## src/rtl/uart_rx_param_if.sv

```systemverilog
// Receive-side handshake bundle: held word, per-frame flags and busy status.
// rx_valid rises when a frame commits and stays high, with rx_data and the flags
// stable, until a cycle where rx_ready is also high. That cycle transfers the word.
interface uart_rx_param_if #(
  parameter int DATA_BITS = 8
);
  logic [DATA_BITS-1:0] rx_data;
  logic                 rx_valid;
  logic                 rx_ready;
  logic                 rx_parity_err;
  logic                 rx_frame_err;
  logic                 rx_break;
  logic                 rx_overrun;
  logic                 rx_busy;

  modport master (
    output rx_data, rx_valid, rx_parity_err, rx_frame_err, rx_break, rx_overrun, rx_busy,
    input  rx_ready
  );

  modport slave (
    input  rx_data, rx_valid, rx_parity_err, rx_frame_err, rx_break, rx_overrun, rx_busy,
    output rx_ready
  );
endinterface

```

## src/rtl/uart_rx_param.sv

```systemverilog
// Parametrised UART receiver: two-flop synchroniser, mid-bit sampling FSM and a
// single-entry holding register with overrun detection. FSM state is on dbg_state.
module uart_rx_param #(
  parameter int CLKS_PER_BIT = 14,
  parameter int DATA_BITS    = 8,
  parameter int PARITY_MODE  = 1,
  parameter int STOP_BITS    = 1,
  parameter int MSB_FIRST    = 1
) (
  input  logic              clk_3125,
  input  logic              reset,
  input  logic              rx,
  uart_rx_param_if.master   rx_if,
  output logic [2:0]        dbg_state
);

  localparam int CW = $clog2(CLKS_PER_BIT);
  localparam int BW = $clog2(DATA_BITS + 1);
  localparam logic [CW-1:0] HALF_CNT  = CW'((CLKS_PER_BIT - 1) / 2);
  localparam logic [CW-1:0] LAST_CNT  = CW'(CLKS_PER_BIT - 1);
  localparam logic [BW-1:0] LAST_BIT  = BW'(DATA_BITS - 1);
  localparam logic [BW-1:0] LAST_STOP = BW'(STOP_BITS - 1);
  localparam logic          PAR_ODD   = (PARITY_MODE == 2);

  typedef enum logic [2:0] {
    S_IDLE      = 3'd0,
    S_START     = 3'd1,
    S_DATA      = 3'd2,
    S_PARITY    = 3'd3,
    S_STOP      = 3'd4,
    S_WAIT_HIGH = 3'd5
  } state_t;

  state_t               state_q, state_d;
  logic [CW-1:0]        cnt_q, cnt_d;
  logic [BW-1:0]        bit_q, bit_d;
  logic [1:0]           sync_q, sync_d;
  logic [DATA_BITS-1:0] shift_q, shift_d;
  logic                 par_acc_q, par_acc_d;
  logic                 par_err_q, par_err_d;
  logic                 stop_err_q, stop_err_d;
  logic                 any_one_q, any_one_d;
  logic [DATA_BITS-1:0] data_q, data_d;
  logic                 valid_q, valid_d;
  logic                 perr_q, perr_d;
  logic                 ferr_q, ferr_d;
  logic                 brk_q, brk_d;
  logic                 ovr_q, ovr_d;
  logic                 rx_s;
  logic                 commit;

  assign rx_s = sync_q[1];

  always_comb begin
    state_d    = state_q;
    cnt_d      = cnt_q;
    bit_d      = bit_q;
    sync_d     = {sync_q[0], rx};
    shift_d    = shift_q;
    par_acc_d  = par_acc_q;
    par_err_d  = par_err_q;
    stop_err_d = stop_err_q;
    any_one_d  = any_one_q;
    commit     = 1'b0;

    case (state_q)
      S_IDLE: begin
        cnt_d = '0;
        bit_d = '0;
        if (!rx_s) begin
          state_d    = S_START;
          par_acc_d  = 1'b0;
          par_err_d  = 1'b0;
          stop_err_d = 1'b0;
          any_one_d  = 1'b0;
        end
      end
      S_START: begin
        if (cnt_q == HALF_CNT) begin
          cnt_d   = '0;
          // A line back high at mid start bit is treated as noise.
          state_d = rx_s ? S_IDLE : S_DATA;
        end else begin
          cnt_d = cnt_q + 1'b1;
        end
      end
      S_DATA: begin
        if (cnt_q == LAST_CNT) begin
          cnt_d = '0;
          if (MSB_FIRST != 0) shift_d = {shift_q[DATA_BITS-2:0], rx_s};
          else                shift_d = {rx_s, shift_q[DATA_BITS-1:1]};
          par_acc_d = par_acc_q ^ rx_s;
          any_one_d = any_one_q | rx_s;
          if (bit_q == LAST_BIT) begin
            bit_d   = '0;
            state_d = (PARITY_MODE != 0) ? S_PARITY : S_STOP;
          end else begin
            bit_d = bit_q + 1'b1;
          end
        end else begin
          cnt_d = cnt_q + 1'b1;
        end
      end
      S_PARITY: begin
        if (cnt_q == LAST_CNT) begin
          cnt_d     = '0;
          par_err_d = (par_acc_q ^ rx_s) != PAR_ODD;
          any_one_d = any_one_q | rx_s;
          state_d   = S_STOP;
        end else begin
          cnt_d = cnt_q + 1'b1;
        end
      end
      S_STOP: begin
        if (cnt_q == LAST_CNT) begin
          cnt_d      = '0;
          stop_err_d = stop_err_q | ~rx_s;
          any_one_d  = any_one_q | rx_s;
          if (bit_q == LAST_STOP) begin
            bit_d   = '0;
            commit  = 1'b1;
            // A low final stop sample means break or stuck line: wait for release.
            state_d = rx_s ? S_IDLE : S_WAIT_HIGH;
          end else begin
            bit_d = bit_q + 1'b1;
          end
        end else begin
          cnt_d = cnt_q + 1'b1;
        end
      end
      S_WAIT_HIGH: begin
        if (rx_s) state_d = S_IDLE;
      end
      default: state_d = S_IDLE;
    endcase
  end

  always_comb begin
    data_d  = data_q;
    perr_d  = perr_q;
    ferr_d  = ferr_q;
    brk_d   = brk_q;
    ovr_d   = ovr_q;
    valid_d = valid_q & ~rx_if.rx_ready;
    if (commit) begin
      data_d  = shift_q;
      perr_d  = par_err_q;
      ferr_d  = stop_err_q | ~rx_s;
      brk_d   = ~(any_one_q | rx_s);
      ovr_d   = valid_q & ~rx_if.rx_ready;
      valid_d = 1'b1;
    end
  end

  always_ff @(posedge clk_3125) begin
    if (reset) begin
      state_q    <= S_IDLE;
      cnt_q      <= '0;
      bit_q      <= '0;
      sync_q     <= 2'b11;
      shift_q    <= '0;
      par_acc_q  <= 1'b0;
      par_err_q  <= 1'b0;
      stop_err_q <= 1'b0;
      any_one_q  <= 1'b0;
      data_q     <= '0;
      valid_q    <= 1'b0;
      perr_q     <= 1'b0;
      ferr_q     <= 1'b0;
      brk_q      <= 1'b0;
      ovr_q      <= 1'b0;
    end else begin
      state_q    <= state_d;
      cnt_q      <= cnt_d;
      bit_q      <= bit_d;
      sync_q     <= sync_d;
      shift_q    <= shift_d;
      par_acc_q  <= par_acc_d;
      par_err_q  <= par_err_d;
      stop_err_q <= stop_err_d;
      any_one_q  <= any_one_d;
      data_q     <= data_d;
      valid_q    <= valid_d;
      perr_q     <= perr_d;
      ferr_q     <= ferr_d;
      brk_q      <= brk_d;
      ovr_q      <= ovr_d;
    end
  end

  assign rx_if.rx_data       = data_q;
  assign rx_if.rx_valid      = valid_q;
  assign rx_if.rx_parity_err = perr_q;
  assign rx_if.rx_frame_err  = ferr_q;
  assign rx_if.rx_break      = brk_q;
  assign rx_if.rx_overrun    = ovr_q;
  assign rx_if.rx_busy       = (state_q != S_IDLE);
  assign dbg_state           = state_q;

endmodule
```

## src/flat_wrapper.sv

```systemverilog
// flat-port wrapper written by rule: the top's interface ports become plain ports
module uart_rx_param_flat 
#(
  parameter int CLKS_PER_BIT = 14,
  parameter int DATA_BITS    = 8,
  parameter int PARITY_MODE  = 1,
  parameter int STOP_BITS    = 1,
  parameter int MSB_FIRST    = 1
)
  (clk_3125, reset, rx, dbg_state, rx_if_rx_data, rx_if_rx_valid, rx_if_rx_parity_err, rx_if_rx_frame_err, rx_if_rx_break, rx_if_rx_overrun, rx_if_rx_busy, rx_if_rx_ready);
  uart_rx_param_if #(.DATA_BITS(DATA_BITS)) rx_if_i ();
  input  logic clk_3125;
  input  logic reset;
  input  logic rx;
  output logic [2:0] dbg_state;
  output wire logic [$bits(rx_if_i.rx_data)-1:0] rx_if_rx_data;
  output wire logic [$bits(rx_if_i.rx_valid)-1:0] rx_if_rx_valid;
  output wire logic [$bits(rx_if_i.rx_parity_err)-1:0] rx_if_rx_parity_err;
  output wire logic [$bits(rx_if_i.rx_frame_err)-1:0] rx_if_rx_frame_err;
  output wire logic [$bits(rx_if_i.rx_break)-1:0] rx_if_rx_break;
  output wire logic [$bits(rx_if_i.rx_overrun)-1:0] rx_if_rx_overrun;
  output wire logic [$bits(rx_if_i.rx_busy)-1:0] rx_if_rx_busy;
  input wire logic [$bits(rx_if_i.rx_ready)-1:0] rx_if_rx_ready;
  assign rx_if_rx_data = rx_if_i.rx_data;
  assign rx_if_rx_valid = rx_if_i.rx_valid;
  assign rx_if_rx_parity_err = rx_if_i.rx_parity_err;
  assign rx_if_rx_frame_err = rx_if_i.rx_frame_err;
  assign rx_if_rx_break = rx_if_i.rx_break;
  assign rx_if_rx_overrun = rx_if_i.rx_overrun;
  assign rx_if_rx_busy = rx_if_i.rx_busy;
  assign rx_if_i.rx_ready = rx_if_rx_ready;
  uart_rx_param #(.CLKS_PER_BIT(CLKS_PER_BIT), .DATA_BITS(DATA_BITS), .PARITY_MODE(PARITY_MODE), .STOP_BITS(STOP_BITS), .MSB_FIRST(MSB_FIRST)) u_core (.clk_3125(clk_3125), .reset(reset), .rx(rx), .rx_if(rx_if_i), .dbg_state(dbg_state));
endmodule
```

## config.mk

```make
export PLATFORM = sky130hd
export DESIGN_NAME = uart_rx_param_flat
export DESIGN_NICKNAME = d
export VERILOG_FILES = /design/src/rtl/uart_rx_param_if.sv /design/src/rtl/uart_rx_param.sv /design/src/flat_wrapper.sv
export SDC_FILE = /design/constraint.sdc
export NUM_CORES = 1
export LEC_CHECK = 0
export ABC_CLOCK_PERIOD_IN_PS = 1800
export CORE_ASPECT_RATIO = 1.25
export CORE_UTILIZATION = 45
export CTS_BUF_LIST = sky130_fd_sc_hd__clkbuf_8
export CTS_CLUSTER_SIZE = 10
export DETAILED_ROUTE_END_ITERATION = 16
export GPL_ROUTABILITY_DRIVEN = 0
export PLACE_DENSITY = 0.78
export SYNTH_ARGS = -nofsm -noshare
export SYNTH_HDL_FRONTEND = slang
export SYNTH_SLANG_ARGS = --single-unit
```

## constraint.sdc

```tcl
create_clock -name clk_3125 -period 1.8 [get_ports clk_3125]
set_input_delay 0.45 -clock clk_3125 [delete_from_list [all_inputs] [get_ports clk_3125]]
set_output_delay 0.45 -clock clk_3125 [all_outputs]
set_load 0.05 [all_outputs]
```

Word level (Yosys, flattened, before mapping)
Cells that the tools add are included.

cells by class
  add/sub/neg operators = 2
  equal/unequal tests = 17
  muxes and demuxes = 31
  bitwise operators = 7
  reductions and logical operators = 17

operator list
  kind                 count
  $mux 3               9
  $mux 4               6
  $pmux 4 s3           2
  $pmux 3 s6           1
  $ne 2x1->1 const B   8
  $reduce_and 3->1     5
  $reduce_bool 3->1    3
  $add 4x1->4 const B  2
  $eq 4x3->1 const B   2
  $mux 1               8
  $pmux 1 s2           4
  $reduce_and 8->1     1
  $reduce_bool 2->1    4
  $eq 3x2->1 const B   2
  $eq 3x3->1 const B   2
  $eq 4x4->1 const B   1
  $logic_not 4->1      1
  $eq 3x1->1 const B   1
  $logic_not 3->1      1
  $not 1->1            3
  $reduce_or 3->1      1
  $mux 2               1
  $ne 2x2->1 const B   1
  $or 1x1->1           2
  3 further kinds      3

storage, ports and cells
  flip-flop bits (word level) = 38
  input port bits = 4
  output and inout bits = 17
  logic and storage cells = 89

Logic depth before layout (Yosys ltp)
  depth in word-level cells = 5
  gate-level depth with buffers = 7
  mapped depth without buffers = 7

Worst setup path before layout
Ideal clock, no wire load.

  path kind = reg2out
  start point = register u_core.state_q[1], in the netlist u_core.dbg_state[1]
  end point = output port rx_if_rx_busy
  arrival = 1.505 ns
  required time = 1.350 ns
  setup slack = -0.155 ns
  cell stages (with the launch flop) = 4
  buffers on the path = 2
  cells stage by stage = dfxtp_1 -> buf_2 -> buf_2 -> or3_1

between the ends
  cells in the longest elaborated chain, start to end = 1

RTL lines
  what                    line                  RTL
  start, declared         uart_rx_param.sv:34   state_t state_q, state_d;
  start signal, assigned  uart_rx_param.sv:173  state_q <= state_d;
  $reduce_bool 3->1       uart_rx_param.sv:197  assign rx_if.rx_busy = (state_q != S_IDLE);
  end, declared           flat_wrapper.sv:22    output wire logic [$bits(rx_if_i.rx_busy)-1:0] rx_if_rx_busy;

Every way passes these cells.

Worst setup path after layout
  start point = register u_core.bit_q[1]
  end point = register u_core.bit_q[2]

between the ends
  cells in the longest elaborated chain, start to end = 4
  elaborated cells between the ends (all ways) = 8
  those cells by class = add/sub (1); eq/ne (1); mux (5); reduce/logical (1)

RTL lines
  what                                       line                                       RTL
  start, declared                            uart_rx_param.sv:36                        logic [BW-1:0] bit_q, bit_d;
  start signal, assigned                     uart_rx_param.sv:175                       bit_q <= bit_d;
  $add 4x1->4, or another cell as far along  uart_rx_param.sv:98, uart_rx_param.sv:125
  $mux 4 (on tied branches)                  uart_rx_param.sv:119, uart_rx_param.sv:94
  $mux 4 (on tied branches)                  uart_rx_param.sv:115, uart_rx_param.sv:88
  $pmux 4 s3 (*)                             uart_rx_param.sv:66                        case (state_q)

Every way passes the cells marked *; elsewhere a longest branch is shown, timed or not. The select of a mux whose other input is x is not followed.
A chain may end at the register's enable or synchronous reset.

==> qor.csv <==
metric;value;unit
Die Footprint;4370;um^2
final hold violation count;0;
CTS Buffer Depth;2;
Die Y;73.7;um
Sw Ratio;0.338;
largest net degree at the start of global routing;26;
post-synth top area share;0.411;
port buffer count;20;
crit path kind;reg -> reg;
cts hold-fix bufs;0;
crit start category;flop;
DRC;0;
Internal;1.99;mW
area grow syn2layout;35.1;%
number of flops mapped to enable cells by yosys;0;
unique cell type count in the Yosys netlist;49;
dominant cell type by area after synthesis;dfxtp_1;
routed len/inst;13.7;um
status;completed;
Tot GR Track Use;0.219;
die span in x;59.4;um
pwr/cell area;1200;nW/um^2
Std-Cell Core Area;3850;um^2
Leak;0.949;nW
pre-CTS WS;-0.0775;ns
setup TNS;0;ns
Final Cell Area;2500;um^2
most frequent cells in the layout;39 x buf_4, 36 x nand2_1, 33 x dfxtp_1;
share of power burned in registers;0.328;
yosys warns;0;
Slew @ Worst Pin;0.324;ns
fin worst setup slack;0.000496;ns
Comb pwr share;0.376;
RSZ-0062 raised after global routing;yes;
fraction of layout cells with a size suffix above 1;0.327;
vias in the first global route;1701;
Post-DRT Antenna Nets;0;
CTS clk-pin slew, worst paths;0.07;ns
Slew headroom;0.779;
flops & latches, synth;38;
endpoints failing setup;0;
net switching power figure;1.01;mW
DR iter-0 viols;98;
Reg2Reg Depth;7;
min Tclk post-route;1.80;ns
prevailing post-synth register cell;dfxtp_1;
clock share of power;0.296;
DP Area;2220;um^2
post-detail-place hpwl;2910;um
Site Rows;25;
sequential-to-total area share from yosys stat;0.411;
syn avg cell area;8.12;um^2
syn nets;234;
final net count;274;
# diodes;0;
Initial Util;0.481;
# H-tree levels;2;
CTS tree;done;
Hold Path Depth;1;
initial antenna violation count;0;
f_max;556;MHz
share of synthesized flip-flops with an asynchronous set or reset;0;
synthesized instance count;228;
top post-synthesis cells by area;dfxtp_1 41%, a21oi_1 8.4%, nand2_1 7.3%;
I/O pins;21;
grt total ovfl;0;
CP endpoint kind;flop;
final period utilization;1.00;
Max-cap violations;0;
Req. time, crit path;1.96;ns
post-layout util;0.650;
Setup Skew;0.00436;ns
final wirelength;4410;um
worst hold path class;reg -> reg;
first-pass GRT wire length;7380;um
Pins Over Slew Limit;0;
# fillers;302;
Sink Count;38;
Clock Latency Late Sink;0.29;ns
Cell Area, Synth;1850;um^2
CP max FO;2;
Max IR drop VDD;0.809;mV
total CTS buffers;5;
Data arrival, critical path;1.96;ns
total number of vias;1773;
drt first pass iters;4;
drt via density;5.49;
Root Buffer;clkbuf_8;
most common cell after layout, fill and taps aside;buf_4;
[what timing repair did]
item	in CTS	in global routing
setup buffers	6	3
pin swaps	8	2
gates resized for setup	10	10
endpoints found under the setup margin	4	6
[critical path, stage by stage (launching register included)]
cell and delay [ns]:
dfxtp_2 0.33, inv_2 0.06, ha_4 0.12, or3b_4 0.37
and2_4 0.18, or4_4 0.48, o21ai_2 0.07, a311oi_1 0.05
[stage by stage]
step / total power [mW] / instances / hold slack, ns
after floorplan: 1.66 / 228 / 0.389
after global placement: 1.95 / 306 / 0.406
after detailed placement: 1.97 / 306 / 0.410
after CTS: 2.91 / 320 / 0.427
after global routing: 3.13 / 323 / 0.453
final: 3.00 / 323 / 0.430
[final timing paths]
path	startpoint	to	slack, ns
max reg2reg	u_core.bit_q[1]$_SDFFE_PP0P_	u_core.bit_q[2]$_SDFFE_PP0P_	0.0005
max	u_core.bit_q[1]$_SDFFE_PP0P_	u_core.bit_q[2]$_SDFFE_PP0P_	0.0005
min	u_core.sync_q[0]$_SDFF_PP1_	u_core.sync_q[1]$_SDFF_PP1_	0.43
min reg2reg	u_core.sync_q[0]$_SDFF_PP1_	u_core.sync_q[1]$_SDFF_PP1_	0.43
[metal layers]
metal | part of all wire | wire (um) | global-route usage
met5 | 0 | 0 | 0
met4 | 0.024 | 105 | 0.111
met3 | 0.043 | 189 | 0.0634
met2 | 0.49 | 2150 | 0.365
met1 | 0.45 | 1970 | 0.250
[synth_stat cells, types with 2 or more instances]
cell type,instances
dfxtp_1,38
nand2_1,36
a21oi_1,31
nor2_1,19
nand3_1,9
o21ai_0,9
buf_2,8
inv_1,7
clkbuf_1,6
nor3_1,6
or2_2,4
a211oi_1,3
a22oi_1,3
a311oi_1,3
nor2b_1,3
a2111oi_0,2
a31oi_1,2
ha_1,2
mux2i_1,2
nand2_2,2
nand2b_1,2
nand4_1,2
nor3b_2,2
xnor2_1,2
[cell families after synthesis]
| kind of cell | after synthesis | share of synthesized area |
|---|---|---|
| fa+ha+maj | 4 | 0.0250 |
| buf+inv | 23 | 0.0548 |
| flops | 38 | 0.411 |
| xor+xnor | 2 | 0.00947 |
| simple gates | 97 | 0.271 |
| mux | 2 | 0.0108 |
| compound gates | 62 | 0.218 |
[final cells by class]
cell class / count / area [um^2] / area share
clock inverter: 2 / 60.1 / 0.0240
tap: 54 / 67.6 / 0.0270
timing repair buffer: 49 / 449 / 0.180
multi-input combinational: 167 / 1040 / 0.418
clock buffer: 6 / 82.6 / 0.0330
sequential: 38 / 769 / 0.308
inverter: 7 / 26.3 / 0.0105
[registers in the layout (all words and copies together), names as in the netlist, 2 cells and up]
signal / flops
u_core.bit_q: 4
u_core.cnt_q: 4
u_core.dbg_state: 3
u_core.rx_if.rx_data: 8
u_core.shift_q: 8
u_core.sync_q: 2
[power groups by stage]
stage	Clock, mW	Sequential, mW	Combinational (mW)
4_1_cts	0.904	0.976	1.03
3_3_place_gp	0	0.995	0.958
5_1_grt	0.942	0.988	1.20
6_report	0.890	0.985	1.13
2_1_floorplan	0	0.994	0.668
3_5_place_dp	0	0.996	0.978
Note: power is estimated with default switching activity, not from simulation.
